## src/rtl/serial_subtractor.sv

```systemverilog
// serial_subtractor: bit-serial two's-complement subtractor, diff = a - b - bin.
// One full-subtractor cell is applied per clock, LSB first. The borrow is kept in
// a register between bits. One operation takes WIDTH busy cycles and is followed
// by a one-cycle done pulse.
//
// Ports
//   clk    in   1      system clock, rising edge
//   rst    in   1      asynchronous, active-high reset
//   start  in   1      sample a/b/bin; accepted only in IDLE or DONE
//   a      in   WIDTH  minuend
//   b      in   WIDTH  subtrahend
//   bin    in   1      borrow-in
//   busy   out  1      high while shifting
//   done   out  1      one-cycle pulse: diff/bout hold a new result
//   diff   out  WIDTH  result register, held until the next completion
//   bout   out  1      final borrow (a < b + bin, unsigned)
module serial_subtractor #(
    parameter int unsigned WIDTH = 8
) (
    input  logic             clk,
    input  logic             rst,
    input  logic             start,
    input  logic [WIDTH-1:0] a,
    input  logic [WIDTH-1:0] b,
    input  logic             bin,
    output logic             busy,
    output logic             done,
    output logic [WIDTH-1:0] diff,
    output logic             bout
);

    localparam int unsigned CntW = (WIDTH > 2) ? $clog2(WIDTH) : 1;
    localparam logic [CntW-1:0] LastBit = CntW'(WIDTH - 1);

    typedef enum logic [1:0] {
        StIdle = 2'd0,
        StBusy = 2'd1,
        StDone = 2'd2
    } state_t;

    state_t           state_q, state_d;
    logic [WIDTH-1:0] sa_q, sa_d;
    logic [WIDTH-1:0] sb_q, sb_d;
    // Result bits produced so far, left-aligned; the final bit completes them.
    logic [WIDTH-2:0] sd_q, sd_d;
    logic [CntW-1:0]  cnt_q, cnt_d;
    logic             br_q, br_d;
    logic [WIDTH-1:0] diff_q, diff_d;
    logic             bout_q, bout_d;

    // Full-subtractor cell on the current LSBs.
    logic             x, y, dbit, br_next;
    logic [WIDTH-1:0] sd_cat;

    always_comb begin
        x       = sa_q[0];
        y       = sb_q[0];
        dbit    = x ^ y ^ br_q;
        br_next = (~x & y) | (~(x ^ y) & br_q);
        sd_cat  = {dbit, sd_q};
    end

    always_comb begin
        state_d = state_q;
        sa_d    = sa_q;
        sb_d    = sb_q;
        sd_d    = sd_q;
        cnt_d   = cnt_q;
        br_d    = br_q;
        diff_d  = diff_q;
        bout_d  = bout_q;

        unique case (state_q)
            StIdle, StDone: begin
                if (start) begin
                    sa_d    = a;
                    sb_d    = b;
                    br_d    = bin;
                    sd_d    = '0;
                    cnt_d   = '0;
                    state_d = StBusy;
                end else begin
                    state_d = StIdle;
                end
            end
            StBusy: begin
                sa_d  = sa_q >> 1;
                sb_d  = sb_q >> 1;
                sd_d  = sd_cat[WIDTH-1:1];
                br_d  = br_next;
                cnt_d = cnt_q + CntW'(1);
                if (cnt_q == LastBit) begin
                    diff_d  = sd_cat;
                    bout_d  = br_next;
                    state_d = StDone;
                end
            end
            default: state_d = StIdle;
        endcase
    end

    always_ff @(posedge clk or posedge rst) begin
        if (rst) begin
            state_q <= StIdle;
            sa_q    <= '0;
            sb_q    <= '0;
            sd_q    <= '0;
            cnt_q   <= '0;
            br_q    <= 1'b0;
            diff_q  <= '0;
            bout_q  <= 1'b0;
        end else begin
            state_q <= state_d;
            sa_q    <= sa_d;
            sb_q    <= sb_d;
            sd_q    <= sd_d;
            cnt_q   <= cnt_d;
            br_q    <= br_d;
            diff_q  <= diff_d;
            bout_q  <= bout_d;
        end
    end

    // Status outputs are decoded straight from the state register.
    assign busy = (state_q == StBusy);
    assign done = (state_q == StDone);
    assign diff = diff_q;
    assign bout = bout_q;

endmodule

```

## config.mk

```make
export PLATFORM = sky130hd
export DESIGN_NAME = serial_subtractor
export DESIGN_NICKNAME = d
export VERILOG_FILES = /design/src/rtl/serial_subtractor.sv
export SDC_FILE = /design/constraint.sdc
export NUM_CORES = 1
export LEC_CHECK = 0
export ABC_AREA = 1
export BUFFER_PORTS_ARGS = -buffer_cell sky130_fd_sc_hd__buf_4
export CAP_MARGIN = 20
export CORE_MARGIN = 4
export CORE_UTILIZATION = 62
export CTS_BUF_LIST = sky130_fd_sc_hd__clkbuf_4
export CTS_CLUSTER_DIAMETER = 120
export DETAILED_ROUTE_END_ITERATION = 7
export GPL_ROUTABILITY_DRIVEN = 0
export HOLD_SLACK_MARGIN = 0.08
export PLACE_DENSITY = 0.95
export REMOVE_ABC_BUFFERS = 1
export SLEW_MARGIN = 25
export SYNTH_ARGS = -nofsm -noshare
export SYNTH_HDL_FRONTEND = slang
export SYNTH_SLANG_ARGS = --single-unit
```

## constraint.sdc

```tcl
create_clock -name clk -period 3.7 [get_ports clk]
set_input_delay 0.37 -clock clk [delete_from_list [all_inputs] [get_ports clk]]
set_output_delay 0.37 -clock clk [all_outputs]
set_load 0.03 [all_outputs]
```

==> results of run 1 <==
-- cell type report --
cell class	instances	area, um^2
Sequential cell	38	951
Fill cell	210	711
Clock inverter	2	8.76
Multi-Input combinational cell	130	644
Clock buffer	6	45.0
Timing Repair Buffer	31	233
Inverter	45	174
Tap cell	31	38.8
-- kinds of logic (layout without fill, tap and decap cells) --
group	after synthesis	in the layout	share of synthesized area (%)
DFF	38	38	51.8
buffers and inverters	54	84	13.1
and+or+nand+nor	108	108	25.8
adders and majority gates	3	3	2.45
AOI/OAI and AO/OA	19	19	6.81
-- flip-flops by register name, summed over array words and instances, names as in the netlist --
signal / cells
cnt_q: 3
sb_q: 8
diff: 8
state_q: 2
sa_q: 8
bout: 1
br_q: 1
sd_q: 7
-- worst reg2reg max path: stages (launching register included) --
cell and delay, ns:
sky130_fd_sc_hd__dfrtp_1 0.74, sky130_fd_sc_hd__nand2_4 0.24, sky130_fd_sc_hd__nand2_4 0.30, sky130_fd_sc_hd__inv_4 0.15, sky130_fd_sc_hd__nand2_1 0.10, sky130_fd_sc_hd__nand2_1 0.05
-- metrics by stage --
step,cells,hold WS [ns],util [%],power [uW],cell area [um^2]
global placement,275,0.459,72.7,1620,2040
finish,283,0.126,74.7,1880,2090
CTS,283,0.129,74.7,1890,2090
detailed placement,275,0.465,72.7,1670,2040
global route,283,0.156,74.7,2060,2090
floorplan,213,0.446,-,1410,1770
-- synth_stat cells --
master,instances,area share (%)
sky130_fd_sc_hd__nand2_1,72,15
sky130_fd_sc_hd__inv_1,42,8.6
sky130_fd_sc_hd__dfrtp_1,38,52
sky130_fd_sc_hd__nand3_1,29,7.9
sky130_fd_sc_hd__o21ai_2,8,3.8
sky130_fd_sc_hd__o21ai_0,5,1.4
sky130_fd_sc_hd__o21ai_1,5,1.4
sky130_fd_sc_hd__buf_4,4,1.6
sky130_fd_sc_hd__buf_2,3,0.82
sky130_fd_sc_hd__nand2_4,3,1.8
sky130_fd_sc_hd__buf_6,2,1.2
sky130_fd_sc_hd__ha_1,2,1.4
sky130_fd_sc_hd__inv_4,2,0.68
sky130_fd_sc_hd__nor2_1,2,0.41
sky130_fd_sc_hd__a21oi_1,1,0.27
sky130_fd_sc_hd__fa_1,1,1.1
sky130_fd_sc_hd__inv_2,1,0.20
sky130_fd_sc_hd__nand2_2,1,0.34
sky130_fd_sc_hd__nor2_4,1,0.61
-- layer usage --
metal / vias up / GRT usage [%]
met5: - / 0
met3: 7 / 4.86
met2: 46 / 31.2
li1: 730 / -
met4: 0 / 11.0
met1: 687 / 22.9
-- layout by cell type, fill, tap and decap left out --
cell                       instances
sky130_fd_sc_hd__nand2_1          72
sky130_fd_sc_hd__inv_1            42
sky130_fd_sc_hd__dfrtp_1          38
sky130_fd_sc_hd__buf_4            31
sky130_fd_sc_hd__nand3_1          29
sky130_fd_sc_hd__o21ai_2           8
sky130_fd_sc_hd__clkbuf_4          6
sky130_fd_sc_hd__o21ai_1           5
sky130_fd_sc_hd__o21ai_0           5
sky130_fd_sc_hd__nand2_4           3
sky130_fd_sc_hd__inv_4             2
sky130_fd_sc_hd__nor2_1            2
sky130_fd_sc_hd__ha_1              2
sky130_fd_sc_hd__nand2_2           1
sky130_fd_sc_hd__inv_2             1
sky130_fd_sc_hd__nor2_4            1
sky130_fd_sc_hd__a21oi_1           1
sky130_fd_sc_hd__fa_1              1
sky130_fd_sc_hd__clkinv_2          1
sky130_fd_sc_hd__clkinv_1          1
-- final timing paths --
check                                start       end  slack (ns)  cells past startpoint
worst max-delay path            state_q[0]      busy        1.61                      3
worst min-delay path                   rst   diff[7]        0.13                      3
worst max register to register  state_q[0]  cnt_q[2]        2.02                      5
worst min register to register    cnt_q[0]  cnt_q[0]        0.48                      1
max in group asynchronous              rst   diff[6]        3.25                      3
min in group clk                      a[7]   sa_q[7]        0.25                      3
-- report_power, final --
group	total [uW]	switching (uW)	leakage, uW	internal [uW]
combinational	928	595	0.000704	333
sequential	742	130	0.000471	613
clock	208	129	0.0000331	78.8
==> run summary, run 1 <==
The clock transition at the registers of the reported paths is 0.11 ns. After detailed routing, the met3 layer carries 159 um of wire. The final clock skew is 0.00875 ns. The via count of the first global-routing pass is 1388. From synthesis to final layout, the design area changed by 14.0%.

The family with the most delay on the worst path is flip-flops. The number of warnings printed during yosys synthesis is 0. The site row count came out at 19.

The slew at the pin closest to its max-slew limit came out at 0.602 ns. The minimum clock period after layout came out at 2.09 ns. The run finished with clean final reports. The violation count after the first detailed-routing iteration came out at 89. The later pin in the worst-skew pair is clocked with a latency of 0.33 ns. The vias per cell came out at 5.19. The number of vias after detailed routing came out at 1470. The achievable clock frequency came out at 478 MHz. The CTS tree is yes.

The maximum vdd drop came out at 0.464 mV. The starting density of the core came out at 65.5%. The power density over cell area came out at 897 nW/um^2.

The global-route usage over all layers came out at 19.1%. The height of the chip is 62.4 um. Traced cell by cell, the critical path runs through inv_4 -> nor2_4 -> buf_4. In this run the remaining antenna-violating nets after routing total 0.

The area enclosed by the die boundary is 3900 um^2. The number of antenna repair diodes came out at 0. The number of storage elements in the synthesis netlist came out at 38. The headroom to the max-slew limit came out at 59.9%. The post-route worst setup slack came out at 1.61 ns.

The cell at the root of the clock tree is sky130_fd_sc_hd__clkbuf_4. The global-route wire length before repair is 5930 um. The final setup violation count is 0.

Summed over all layers, the global routing overflow is 0. The number of antenna violations at the first check in global routing was 0. The routed wire length per instance is 11.8 um. The number of pins exceeding their max-slew limit in the final report is 0.

The post-route fraction of the period consumed by the critical path came out at 56.5%. Of the synthesized area, sequential elements account for 51.8%. The critical path class is register to output pin. The total setup buffers inserted after CTS came out at 0.

Setup repair after global routing left no endpoint under its margin. The CTS buffer count is 5. The number of sinks handled by clock tree synthesis came out at 38. The highest layer touched by signal routing is met4. After detailed routing, the wire length on met1 is 1460 um.

The nature of the critical path endpoint is an output pin. The path type of the worst min-delay path is input port to asynchronous set/reset pin. The number of H-tree levels came out at 2. The count of cell types in the netlist is 19. Along the worst path, the maximum fanout reaches 17. The type of element launching the critical path is a register. Gates resized during post-CTS repair numbered 0.

The setup TNS after final layout came out at 0 ns. Data arrives at the worst endpoint at 1.72 ns. The port buffer count is 30. The HPWL after detailed placement is 2260 um. In this run the deepest clock path goes through 2 buffers. The number of buffer and inverter instances along the worst setup path came out at 2. The core region area is 2810 um^2. In this design, the stage delay of the slowest critical-path cell is 0.74 ns. The static leakage power came out at 0.00121 uW. Before CTS, the worst setup slack after placement is 2.00 ns. The maximum number of pins on one net before global-route repair came out at 39. The synthesized instance count came out at 222. The post-detailed-route DRC marker count came out at 0.

In this run the count of I/O pins placed on the die edge is 31. The routed wire length on met2 is 1640 um. The post-detailed-routing wire length came out at 3330 um. The number of max-cap violations is 0. The post-route netlist has 21.4% of its cells at a drive strength greater than 1. The hold violation total from the final report came to 0. After the last flow step, the layout net total stands at 274.

On the critical path, the stage with the largest delay is an instance of sky130_fd_sc_hd__dfrtp_1. The number of hold buffers added after cts came out at 0. The summed instance area of the synthesized netlist came out at 1840 um^2. The synthesized area per cell came out at 8.27 um^2. The required time reported for the critical path endpoint came out at 3.33 ns. The first TritonRoute pass finished after 4 iterations. The die is 62.4 um wide.
Power figures use the tool's default switching activity.
==> run 2: changes to the inputs <==
- CORE_UTILIZATION: 62 -> 52
- PLACE_DENSITY: 0.95 -> 0.86
- clock period: 3.7 -> 1.7 ns (I/O delays scaled with it)
==> run summary, run 2 (synthesis results as in run 1) <==
The run finished with clean final reports. The worst hold path passes through 5 cells. The area enclosed by the die boundary is 4550 um^2 (+17%). In the layout the commonest cells are sky130_fd_sc_hd__nand2_1 (72), sky130_fd_sc_hd__inv_1 (42), sky130_fd_sc_hd__dfrtp_1 (38). The global-route usage over all layers is 16.9% (-2.2 points). The post-cts resize count is 0 (unchanged).

The required time reported for the critical path endpoint is 1.53 ns (-1.80 ns). Setup repair after global routing left no endpoint under its margin. The internal cell power came out at 2250 uW (+120%). The horizontal die dimension is 67.4 um (+8.0%). The type of element launching the critical path is a register. The headroom to the max-slew limit came to 69.0% (+9.1 points). The vias per cell is 4.83 (-7.0%).

The number of H-tree levels came out at 2 (unchanged). The site row count is 21 (+2). Clock tree synthesis selected as its root buffer the cell sky130_fd_sc_hd__clkbuf_4.

The post-detailed-route DRC marker count came to 0 (unchanged). The maximum fanout along the worst path is 13 (-4). The final setup violation count was 0 (unchanged). The global-route wire length before repair came out at 5900 um (-0.47%). The top-level I/O count was 31 (unchanged). The count of nets left with antenna violations after detail routing came out at 0 (unchanged).

The CTS buffer count came to 5 (unchanged). The net switching power was 1820 uW (+110%). The data arrival time at the worst-slack endpoint came out at 1.44 ns (-0.28 ns).

The slew at the pin closest to its max-slew limit came to 0.465 ns (-0.137 ns). The layout cell share with drive strength beyond 1 is 21.8% (+0.36 points). The number of pins exceeding their max-slew limit in the final report is 0 (unchanged). The height of the chip was 67.4 um (+8.0%). The minimum setup slack among reg-to-reg paths came to 0.31 ns (-1.71 ns). The number of sinks handled by clock tree synthesis is 38 (unchanged). The later-pin clock latency in the skew report was 0.34 ns (about the same).

The part of the total power dissipated in combinational logic came out at 50.0% (+0.6 points). The cell area reported after detailed placement is 2070 um^2 (+1.7%). The count of TritonRoute iterations in the first routing pass came out at 4 (unchanged). The worst register-to-register path ends at diff[2].

The smallest clock period supported by the final layout is computed as 1.61 ns. The filler cell count was 335 (+60%). The part of the total power dissipated in the clock network came out at 11.2% (about the same). The startpoint of the tightest hold check path is a[3]. In this run the worst hold path is classified as input port to register. The total setup buffers inserted after CTS is 0 (unchanged). The starting density of the core is 54.6% (-11 points). The maximum vdd drop came to 0.638 mV (+37%). The power density over cell area came out at 1890 nW/um^2 (+110%). The via count of the first global-routing pass came out at 1487 (+7.1%). The fraction of power spent switching nets is 44.6% (-0.79 points). The maximum number of pins on one net before global-route repair came to 39 (unchanged). The sequential share of power is 38.8% (-0.7 points). The clock transition at the registers of the reported paths came out at 0.11 ns (about the same). The number of vias after detailed routing was 1463 (-0.48%). The setup TNS after final layout came to 0 ns (unchanged). The hold path endpoint is sa_q[3].

The core region area came out at 3360 um^2 (+20%). The number of antenna repair diodes was 0 (unchanged). The hold violation total from the final report is 0 (unchanged).

The final cell area excluding filler cells is 2160 um^2 (+3.0%). The violation count after the first detailed-routing iteration came to 97 (+9.0%). The number of antenna violations at the first check in global routing came out at 0 (unchanged). The number of max-cap violations came out at 0 (unchanged). The static leakage power came out at 0.00123 uW (+1.8%). The total grt overflow is 0 (unchanged). The worst-case clock buffer depth was 2 (unchanged). The origin of the critical flop-to-flop path is state_q[0]. The worst setup path is of the register to output pin kind. The port buffer count came out at 30 (unchanged).

The achievable clock frequency is 622 MHz. TritonCTS built the clock tree. The post-detailed-routing wire length came out at 3330 um (about the same). The routed wire length per instance is 11.0 um (-6.5%). The final-stage net count was 279 (+1.8%).

The most common library cell in the layout ignoring fill and taps is sky130_fd_sc_hd__nand2_1. The HPWL after detailed placement came out at 2300 um (+1.9%). The nature of the critical path endpoint is an output pin.

The post-route fraction of the period consumed by the critical path is 94.5%. The area growth from synthesis to layout is 17.5%. The length in cells of the worst reg-to-reg path was 5 (unchanged). The final clock skew came out at 0.0109 ns (+0.00217 ns).
[run 2: changes by cell type in the layout (fill, tap and decap cells not counted), sizes merged]
| cell | previous run | this run |
|---|---|---|
| dlygate4sd3 | 0 | 3 |
| buf | 31 | 33 |
[run 2: cell type report]
class / count / area (um^2) / area share (%)
flip-flops and latches: 38 / 951 / 44.1
inverters: 45 / 174 / 8.06
well taps: 46 / 57.6 / 2.67
multi-input cells: 130 / 644 / 29.9
clock buffers: 6 / 45.0 / 2.09
clock inverters: 2 / 8.76 / 0.406
repair buffers: 36 / 278 / 12.9
[run 2: power groups by stage]
stage               clock network, uW  registers (uW)  logic (uW)
floorplan                           0            1770        1290
global placement                    0            1580        1980
detailed placement                  0            1590        2060
CTS                               466            1580        2060
global route                      500            1620        2330
finish                            455            1580        2040
[run 2: worst max-delay path by stage]
| stage | end | from | slack (ns) |
|---|---|---|---|
| finish | busy | state_q[0] | 0.09 |
| global route | busy | state_q[0] | 0.02 |
| CTS | busy | state_q[0] | 0.08 |
| detailed placement | diff[2] | state_q[0] | 0.33 |
| global placement | diff[7] | cnt_q[0] | 0.36 |
| floorplan | bout | state_q[0] | 0.16 |
[run 2: repair_timing]
action / in CTS / in global routing
hold buffers: 3 / 0
endpoints found under the setup margin: 0 / 0
hold endpoints to repair: 40 / 0
[run 2: stage by stage]
stage                     util (%)  hold slack [ns]  cells  total power (uW)  setup slack [ns]
after floorplan                  -            0.297    213              3060             0.161
after global placement        61.7            0.311    292              3560             0.361
after detailed placement      61.7            0.326    292              3650             0.333
after CTS                     64.2            0.119    303              4110            0.0825
after global routing          64.2            0.141    303              4450            0.0194
final                         64.2            0.126    303              4070            0.0935
[run 2: worst max-delay path, cell delays in order (launching register included)]
cell and delay (ns):
sky130_fd_sc_hd__dfrtp_1 0.51, sky130_fd_sc_hd__inv_4 0.07, sky130_fd_sc_hd__nor2_4 0.28, sky130_fd_sc_hd__buf_4 0.23
[run 2: per-layer routing]
metal,GRT usage [%],wire length (um),up-vias
met5,0,0,-
met4,4.56,32,0
met3,4.49,190,6
met2,30.6,1630,36
met1,19.7,1480,686
li1,-,-,735
